$ cat config.mk
export PLATFORM = sky130hd
export DESIGN_NAME = sent_rx
export DESIGN_NICKNAME = d
export VERILOG_FILES = /design/src/rtl/sent_rx.sv
export SDC_FILE = /design/constraint.sdc
export NUM_CORES = 1
export LEC_CHECK = 0
export ABC_CLOCK_PERIOD_IN_PS = 14650
export CAP_MARGIN = 15
export CELL_PAD_IN_SITES_DETAIL_PLACEMENT = 1
export CELL_PAD_IN_SITES_GLOBAL_PLACEMENT = 1
export CORE_AREA = 4 4 139 141
export CTS_CLUSTER_SIZE = 28
export DETAILED_ROUTE_END_ITERATION = 8
export DIE_AREA = 0 0 143 145
export PLACE_DENSITY = 0.77
export SLEW_MARGIN = 10
export SYNTH_ARGS = -nofsm -noshare
export SYNTH_HDL_FRONTEND = slang
export SYNTH_SLANG_ARGS = --single-unit
$ cat constraint.sdc
create_clock -name clk -period 14.65 [get_ports clk]
set_input_delay 2.93 -clock clk [delete_from_list [all_inputs] [get_ports clk]]
set_output_delay 2.93 -clock clk [all_outputs]
set_load 0.02 [all_outputs]
$ cat src/rtl/sent_rx.sv
// Single-channel SENT frame decoder: measures falling-edge periods in ticks, recovers nibbles and checks the CRC.
// Optional build macro SENT_RX_GLITCH_FILTER_EN adds a 3-sample majority filter after the input synchronizer.
module sent_rx #(
   parameter int CHANNEL_INDEX = 0,
   parameter int CLK_FREQ      = 100000000
) (
   input  logic        clk,
   input  logic        rst,
   input  logic        sent_config_vld,
   input  logic [7:0]  sent_config_channel,
   input  logic [7:0]  sent_ctick_len,
   input  logic        sent_crc_mode,
   input  logic        sent_in,
   output logic        rx_frame_vld,
   output logic [31:0] rx_frame_data,
   output logic        rx_crc_err,
   output logic        rx_sync_err,
   output logic        rx_busy
);

   localparam int          CLK_MHZ      = CLK_FREQ / 1000000;
   localparam logic [16:0] TICK_CLK_RST = 17'(3 * CLK_MHZ);

   typedef enum logic [3:0] {
      ST_SYNC, ST_MEAS_CAL, ST_STATUS, ST_D0, ST_D1, ST_D2,
      ST_D3, ST_D4, ST_D5, ST_CRC, ST_END
   } state_t;

   function automatic logic [3:0] crc_table(input logic [3:0] idx);
      case (idx)
         4'h0: return 4'd0;   4'h1: return 4'd13;  4'h2: return 4'd7;   4'h3: return 4'd10;
         4'h4: return 4'd14;  4'h5: return 4'd3;   4'h6: return 4'd9;   4'h7: return 4'd4;
         4'h8: return 4'd1;   4'h9: return 4'd12;  4'ha: return 4'd6;   4'hb: return 4'd11;
         4'hc: return 4'd15;  4'hd: return 4'd2;   4'he: return 4'd8;   4'hf: return 4'd5;
         default: return 4'd0;
      endcase
   endfunction

   // Line synchronizer; flops reset high so the idle line does not look like an edge.
   logic sync1_reg, sync2_reg, line_prev_reg, line_cur, fe;

   always_ff @(posedge clk) begin
      if (rst) begin
         sync1_reg <= 1'b1;
         sync2_reg <= 1'b1;
      end else begin
         sync1_reg <= sent_in;
         sync2_reg <= sync1_reg;
      end
   end

`ifdef SENT_RX_GLITCH_FILTER_EN
   logic [1:0] hist_reg;
   logic       filt_reg;

   always_ff @(posedge clk) begin
      if (rst) begin
         hist_reg <= 2'b11;
         filt_reg <= 1'b1;
      end else begin
         hist_reg <= {hist_reg[0], sync2_reg};
         filt_reg <= (sync2_reg & hist_reg[0]) | (sync2_reg & hist_reg[1]) | (hist_reg[0] & hist_reg[1]);
      end
   end

   assign line_cur = filt_reg;
`else
   assign line_cur = sync2_reg;
`endif

   always_ff @(posedge clk) begin
      if (rst) line_prev_reg <= 1'b1;
      else     line_prev_reg <= line_cur;
   end

   assign fe = line_prev_reg & ~line_cur;

   // Latched configuration is only copied into the active set on a falling edge.
   logic [7:0]  ctick_len_reg;
   logic        crc_mode_reg, crc_mode_act_reg;
   logic [16:0] tick_clk_reg, presc_reg;
   logic [9:0]  tick_cnt_reg;

   always_ff @(posedge clk) begin
      if (rst) begin
         ctick_len_reg    <= 8'd3;
         crc_mode_reg     <= 1'b1;
         crc_mode_act_reg <= 1'b1;
         tick_clk_reg     <= TICK_CLK_RST;
      end else begin
         if (sent_config_vld && sent_config_channel == 8'(CHANNEL_INDEX)) begin
            ctick_len_reg <= sent_ctick_len;
            crc_mode_reg  <= sent_crc_mode;
         end
         if (fe) begin
            tick_clk_reg     <= 17'(32'(ctick_len_reg) * CLK_MHZ);
            crc_mode_act_reg <= crc_mode_reg;
         end
      end
   end

   always_ff @(posedge clk) begin
      if (rst || fe) begin
         presc_reg    <= '0;
         tick_cnt_reg <= '0;
      end else if (presc_reg == tick_clk_reg - 17'd1) begin
         presc_reg <= '0;
         if (tick_cnt_reg != 10'd1023) tick_cnt_reg <= tick_cnt_reg + 10'd1;
      end else begin
         presc_reg <= presc_reg + 17'd1;
      end
   end

   logic [10:0] ticks;
   logic [3:0]  nib;
   logic        is_cal, is_nib, is_pause, timeout;

   assign ticks    = {1'b0, tick_cnt_reg} + 11'(presc_reg >= (tick_clk_reg >> 1));
   assign nib      = ticks[3:0] + 4'd4;
   assign is_cal   = (ticks >= 11'd55) && (ticks <= 11'd57);
   assign is_nib   = (ticks >= 11'd12) && (ticks <= 11'd27);
   assign is_pause = (ticks >= 11'd12) && (ticks <= 11'd768);

   state_t state_reg, state_next;

   assign timeout = !fe && (tick_cnt_reg == 10'd1023) && (state_reg != ST_SYNC);

   always_ff @(posedge clk) begin
      if (rst) state_reg <= ST_SYNC;
      else     state_reg <= state_next;
   end

   always_comb begin
      state_next = state_reg;
      if (fe) begin
         case (state_reg)
            ST_SYNC:     state_next = ST_MEAS_CAL;
            ST_MEAS_CAL: state_next = is_cal ? ST_STATUS : ST_MEAS_CAL;
            ST_STATUS:   state_next = is_nib ? ST_D0  : ST_MEAS_CAL;
            ST_D0:       state_next = is_nib ? ST_D1  : ST_MEAS_CAL;
            ST_D1:       state_next = is_nib ? ST_D2  : ST_MEAS_CAL;
            ST_D2:       state_next = is_nib ? ST_D3  : ST_MEAS_CAL;
            ST_D3:       state_next = is_nib ? ST_D4  : ST_MEAS_CAL;
            ST_D4:       state_next = is_nib ? ST_D5  : ST_MEAS_CAL;
            ST_D5:       state_next = is_nib ? ST_CRC : ST_MEAS_CAL;
            ST_CRC:      state_next = is_nib ? ST_END : ST_MEAS_CAL;
            ST_END:      state_next = is_cal ? ST_STATUS : ST_MEAS_CAL;
            default:     state_next = ST_SYNC;
         endcase
      end else if (timeout) begin
         state_next = ST_SYNC;
      end
   end

   logic [27:0] nib_sr_reg, nib_sr_next;
   logic [3:0]  crc_acc_reg, crc_acc_next, crc_rx_reg, crc_rx_next, crc_exp;
   logic [31:0] data_next;
   logic        frame_vld_next, crc_err_next, sync_err_next, busy_next;

   assign crc_exp = crc_mode_act_reg ? crc_table(crc_acc_reg) : crc_acc_reg;

   always_comb begin
      frame_vld_next = 1'b0;
      crc_err_next   = 1'b0;
      sync_err_next  = 1'b0;
      busy_next      = rx_busy;
      nib_sr_next    = nib_sr_reg;
      crc_acc_next   = crc_acc_reg;
      crc_rx_next    = crc_rx_reg;
      data_next      = rx_frame_data;
      if (fe) begin
         if (state_reg == ST_MEAS_CAL) begin
            if (is_cal) begin
               busy_next    = 1'b1;
               crc_acc_next = 4'd5;
            end
         end else if (state_reg inside {ST_STATUS, ST_D0, ST_D1, ST_D2, ST_D3, ST_D4, ST_D5, ST_CRC}) begin
            if (!is_nib) begin
               sync_err_next = 1'b1;
               busy_next     = 1'b0;
            end else if (state_reg == ST_CRC) begin
               crc_rx_next = nib;
            end else begin
               nib_sr_next = {nib_sr_reg[23:0], nib};
               if (state_reg != ST_STATUS) crc_acc_next = crc_table(crc_acc_reg) ^ nib;
            end
         end else if (state_reg == ST_END) begin
            if (!is_pause) begin
               sync_err_next = 1'b1;
               busy_next     = 1'b0;
            end else begin
               if (crc_exp == crc_rx_reg) begin
                  frame_vld_next = 1'b1;
                  data_next      = {nib_sr_reg, crc_rx_reg};
               end else begin
                  crc_err_next = 1'b1;
               end
               // A calibration pulse here starts the next frame immediately.
               busy_next = is_cal;
               if (is_cal) crc_acc_next = 4'd5;
            end
         end
      end else if (timeout) begin
         sync_err_next = (state_reg != ST_MEAS_CAL);
         busy_next     = 1'b0;
      end
   end

   always_ff @(posedge clk) begin
      if (rst) begin
         rx_frame_vld  <= 1'b0;
         rx_crc_err    <= 1'b0;
         rx_sync_err   <= 1'b0;
         rx_busy       <= 1'b0;
         rx_frame_data <= '0;
         nib_sr_reg    <= '0;
         crc_acc_reg   <= '0;
         crc_rx_reg    <= '0;
      end else begin
         rx_frame_vld  <= frame_vld_next;
         rx_crc_err    <= crc_err_next;
         rx_sync_err   <= sync_err_next;
         rx_busy       <= busy_next;
         rx_frame_data <= data_next;
         nib_sr_reg    <= nib_sr_next;
         crc_acc_reg   <= crc_acc_next;
         crc_rx_reg    <= crc_rx_next;
      end
   end

endmodule

# == Word-level counts from Yosys, hierarchy flattened ==
# Memories as Yosys holds them, arrays and structs flattened. A register that Yosys moved wholly into a read port is not among the register bits.
# Index checks and enable logic that the tools add are counted.
# classes
reduce_logical,24
n_eq_ne,22
multipliers,1
muxes,48
magnitude_cmp,6
addsub,5
bitwise_logic,9
# ops
op,count
$mux 4,24
$pmux 4 s10,1
$add 17x1->17 const B,1
$eq 17x17->1,1
$ge 17x14->1,1
$mux 1,17
$eq 4x3->1 const B,4
$sub 15x1->16 const B,1
$mul 8x5->13 const B,1
$eq 4x4->1 const B,3
$mux 3,4
$reduce_and 6->1,2
$add 10x1->11,1
$ge 11x4->1 const B,1
$ge 11x6->1 const B,1
$le 11x10->1 const B,1
$le 11x5->1 const B,1
$le 11x6->1 const B,1
$add 10x1->10 const B,1
$eq 10x10->1 const B,1
$ne 10x10->1 const B,1
$reduce_and 5->1,2
$ne 3x3->1 const B,3
$eq 4x2->1 const B,2
24 further kinds,39
# totals
reg_bits,129
output_inout_bits,36
mem_count,2
romBits,128
# mem_list
memory,words,word_bits,rd,rd_ports_with_merged_regs,write_ports,line,rtl
(no name shown),16,4,1,1,0,30,case (idx)
(no name shown),16,4,1,1,0,30,

# == Logic depth before layout (Yosys ltp) ==
# logic_depth
word_depth,16
ltp_mapped,24
ltp_nobuf,22

# == Worst setup path after synthesis ==
# OpenSTA, ideal clock, no wires.
# synth_path
kind,register to register
startpoint,register tick_clk_reg[3]
endpoint,register with a tool-made name
period_less_slack_ns,4.588
setup_time_ns,0.072
t_arrival_ns,4.516
n_path_buf,1
t_required_ns,14.578
setup_slack_ns,10.062
path_stages_with_launch,24
cell_sequence,dfxtp_1 -> inv_1 -> ha_1 -> nor2b_1 -> o21a_1 -> o21a_1 -> o21a_1 -> o21ai_0 -> nand2b_1 -> a21oi_1 -> o2111ai_1 -> ha_1 -> ha_1 -> xor2_1 -> inv_1 -> ha_1 -> and3_1 -> nor4_1 -> nor4_1 -> buf_2 -> a211oi_1 -> a211o_1 -> xor2_1 -> xor2_1
# synth_rtl
item,line,rtl
start: declaration,81,"logic [16:0] tick_clk_reg, presc_reg;"
start signal: assignment,96,tick_clk_reg <= 17'(32'(ctick_len_reg) * CLK_MHZ);

==> flow_summary.ini <==
[worst_setup_path]
rrSetupSlack_ps = 9130
r2r_start = tick_clk_reg[3]
worstSetupPathType = reg2reg
worstRegToRegCells = 23
worstPathRequired_ps = 15000
crit_path_end_kind = register
cp-start-kind = register
crit_arrival_ps = 5870
worst-path-max-fanout = 11

[place]
place_ws_ps = 9280
dpl.cell_count = 1072
dpl-instance-area_um2 = 7820
port_buffers = 56
place.gp.congestion = 0.823
hpwl_um = 13200

[global_route]
grt_start_max_net_pins = 57
overflow = 0
antenna_found_initial = 0
grt_pass1_wl_um = 31400
gr-usage-all-layers_pct = 18.4
grt_pass1_vias = 6174

[clocking]
cts_buffers = 17
post_cts_resized = 0
clkSlewWorstSetupHoldPaths_ps = 60
cts_sinks = 133
cts_hold_buf = 0
post_cts_buffers = 0
clk_path_buf_depth = 2
cts-root-buf = clkbuf_16
clk_latency_ps = 430
htreeDepth = 4
cts_tree = built

[timing]
worst_pin_slew_ps = 1050
tns_ps = 0
rsz0062_at_grt = false
slew_violations = 0
hold_violations = 0
report.final.setup_viol = 0
fin_worst_skew_ps = 15.8
holdWs_ps = 412
period_needed_ps = 5520
relSlewSlack_pct = 29.9
post-route-period-util_pct = 37.7
fin_ws_ps = 9130
fmax_mhz = 181

[power_and_ir_drop]
total_power_mw = 0.791
p_per_area_nw_per_um2 = 94.3
swShare_pct = 24.8
p_int_mw = 0.595
ir_worst_vdd_uv = 95.1
clock_power_share_pct = 51.5
pwr-share-seq_pct = 46.1
p_comb_share_pct = 2.4
power.leakage_nw = 3.26
p_switching_mw = 0.196

[die]
die-area_um2 = 20700
row_count = 49
die_h_um = 145
floorplan.initialDensity_pct = 40.0
core_area_um2 = 18000
die_w_um = 143
io_pins = 57

[status]
status = complete, no violations

[route]
ant_nets = 0
viasPerCell = 5.33
routed_wl_um = 18500
drt-pass1-iter-count = 4
top_layer_used = met4
drt_iter0_drc = 257
dr_wl_met2_um = 8650
wl_met3_um = 855
vias = 5887
drc = 0
wl_met1_um = 8760
wl_per_cell_um = 16.7

[job]
maxCapViolCount = 0

[layout]
area_growth_pct = 16.7
largest_reg_flops = 32
fin_nets = 937
layoutNonFillerInstCount = 1104
drive_gt1_share_pct = 6.63
final_common_cell = dfxtp_1
utilization_pct = 46.7
diodes = 0
finish.instance_area_um2 = 8380
nFillCells = 2096
mostFrequentLayoutCells = 133 x dfxtp_1, 92 x nor2_1, 90 x nand2_1, 56 x a21oi_1, 55 x clkdlybuf4s50_1

[logic_synthesis]
avgSynthCellArea_um2 = 8.67
synth-edff-count = 0
synthArstFlopShare_pct = 0
synth-seq-cells = 133
yosysTopAreaCell = dfxtp_1
synth_ff_type = dfxtp_1
synth_nets = 903
synth_cell_types = 74
synth.top_cell.area_share_pct = 37.1
ys_warn_count = 0
synthTopCellsByArea = dfxtp_1 37%, ha_1 8.9%, mux2i_1 6.7%, nor2_1 4.8%, nand2_1 4.7%
syn-cell-area_um2 = 7180
yosysSeqAreaShare_pct = 37.1
synthCells = 828

[worst_hold_path]
hold_start = sync1_reg
min_path_type = reg2reg
min_path_cells = 1
hold_end = line_cur
==> cell usage after synthesis (5+ instances only) <==
master    instances
and3_1           11
a211o_1           7
nor2b_1           5
nor4_1            9
o21ai_0          22
mux2i_1          48
a211oi_1          6
nand3_1          22
nor2_1           92
a21oi_1          56
xor2_1           27
clkbuf_1         33
o211ai_1          5
o22ai_1           7
o21a_1            6
ha_1             51
buf_2             6
and2_1            7
nand4_1           9
nand2_1          90
inv_1            41
xnor2_1          29
dfxtp_1         133
or4_1             5
nor3_1           12
o21bai_1          5
==> power groups by stage <==
stage | clock (mW) | combinational, mW | sequential (mW)
6_report | 0.407 | 0.0189 | 0.365
5_1_grt | 0.433 | 0.0210 | 0.365
4_1_cts | 0.416 | 0.0192 | 0.364
3_5_place_dp | 0 | 0.0191 | 0.373
3_3_place_gp | 0 | 0.0188 | 0.373
2_1_floorplan | 0 | 0.0118 | 0.372
==> logic make-up (layout without fill, tap and decap cells) <==
logic type / Yosys count / count (layout) / share of synthesized area, %
AOI/OAI and AO/OA: 146 / 146 / 13.1
xor gates and xnor gates: 57 / 57 / 7.20
adders and majority gates: 54 / 54 / 9.72
buffers and inverters: 86 / 133 / 5.38
DFF: 133 / 133 / 37.1
muxes: 50 / 50 / 7.00
and+or+nand+nor: 302 / 302 / 20.5
==> how the worst max path moves through the flow <==
stage	to	depth (start not counted)	start	slack [ps]
2_1_floorplan	register	23	tick_clk_reg[3]	10060
5_1_grt	register	23	tick_clk_reg[3]	8620
6_report	register	23	tick_clk_reg[3]	9130
4_1_cts	register	23	tick_clk_reg[3]	9170
3_5_place_dp	nib_sr_reg[10]	22	tick_clk_reg[3]	9280
3_3_place_gp	nib_sr_reg[0]	22	tick_clk_reg[3]	9400
==> per-layer routing <==
metal	up-vias	GRT usage, %
met2	82	29.9
li1	2956	-
met3	16	4.74
met1	2833	24.7
met4	0	4.37
met5	-	0
==> worst max-delay path, stage by stage, from the launching register on <==
cell	delay, ps
dfxtp_1	370
inv_1	100
ha_1	310
nor2b_1	130
o21a_1	160
o21a_1	160
o21a_1	160
o21ai_0	160
nand2b_1	90
a21oi_1	170
o2111ai_1	160
ha_1	280
ha_1	280
xor2_1	390
inv_1	240
ha_1	260
and3_1	180
nor4_1	530
nor4_1	150
buf_4	210
and2_1	160
a211o_1	330
xor2_1	280
xor2_1	170
==> final cells by class <==
type	count	area (um2)	area share, %
clock inverters	14	134	1.60
clock buffers	18	429	5.12
multi-input cells	609	4130	49.3
inverters	42	158	1.88
flip-flops and latches	133	2660	31.8
repair buffers	59	578	6.90
well taps	229	287	3.42
Power figures use the tool's default switching activity.
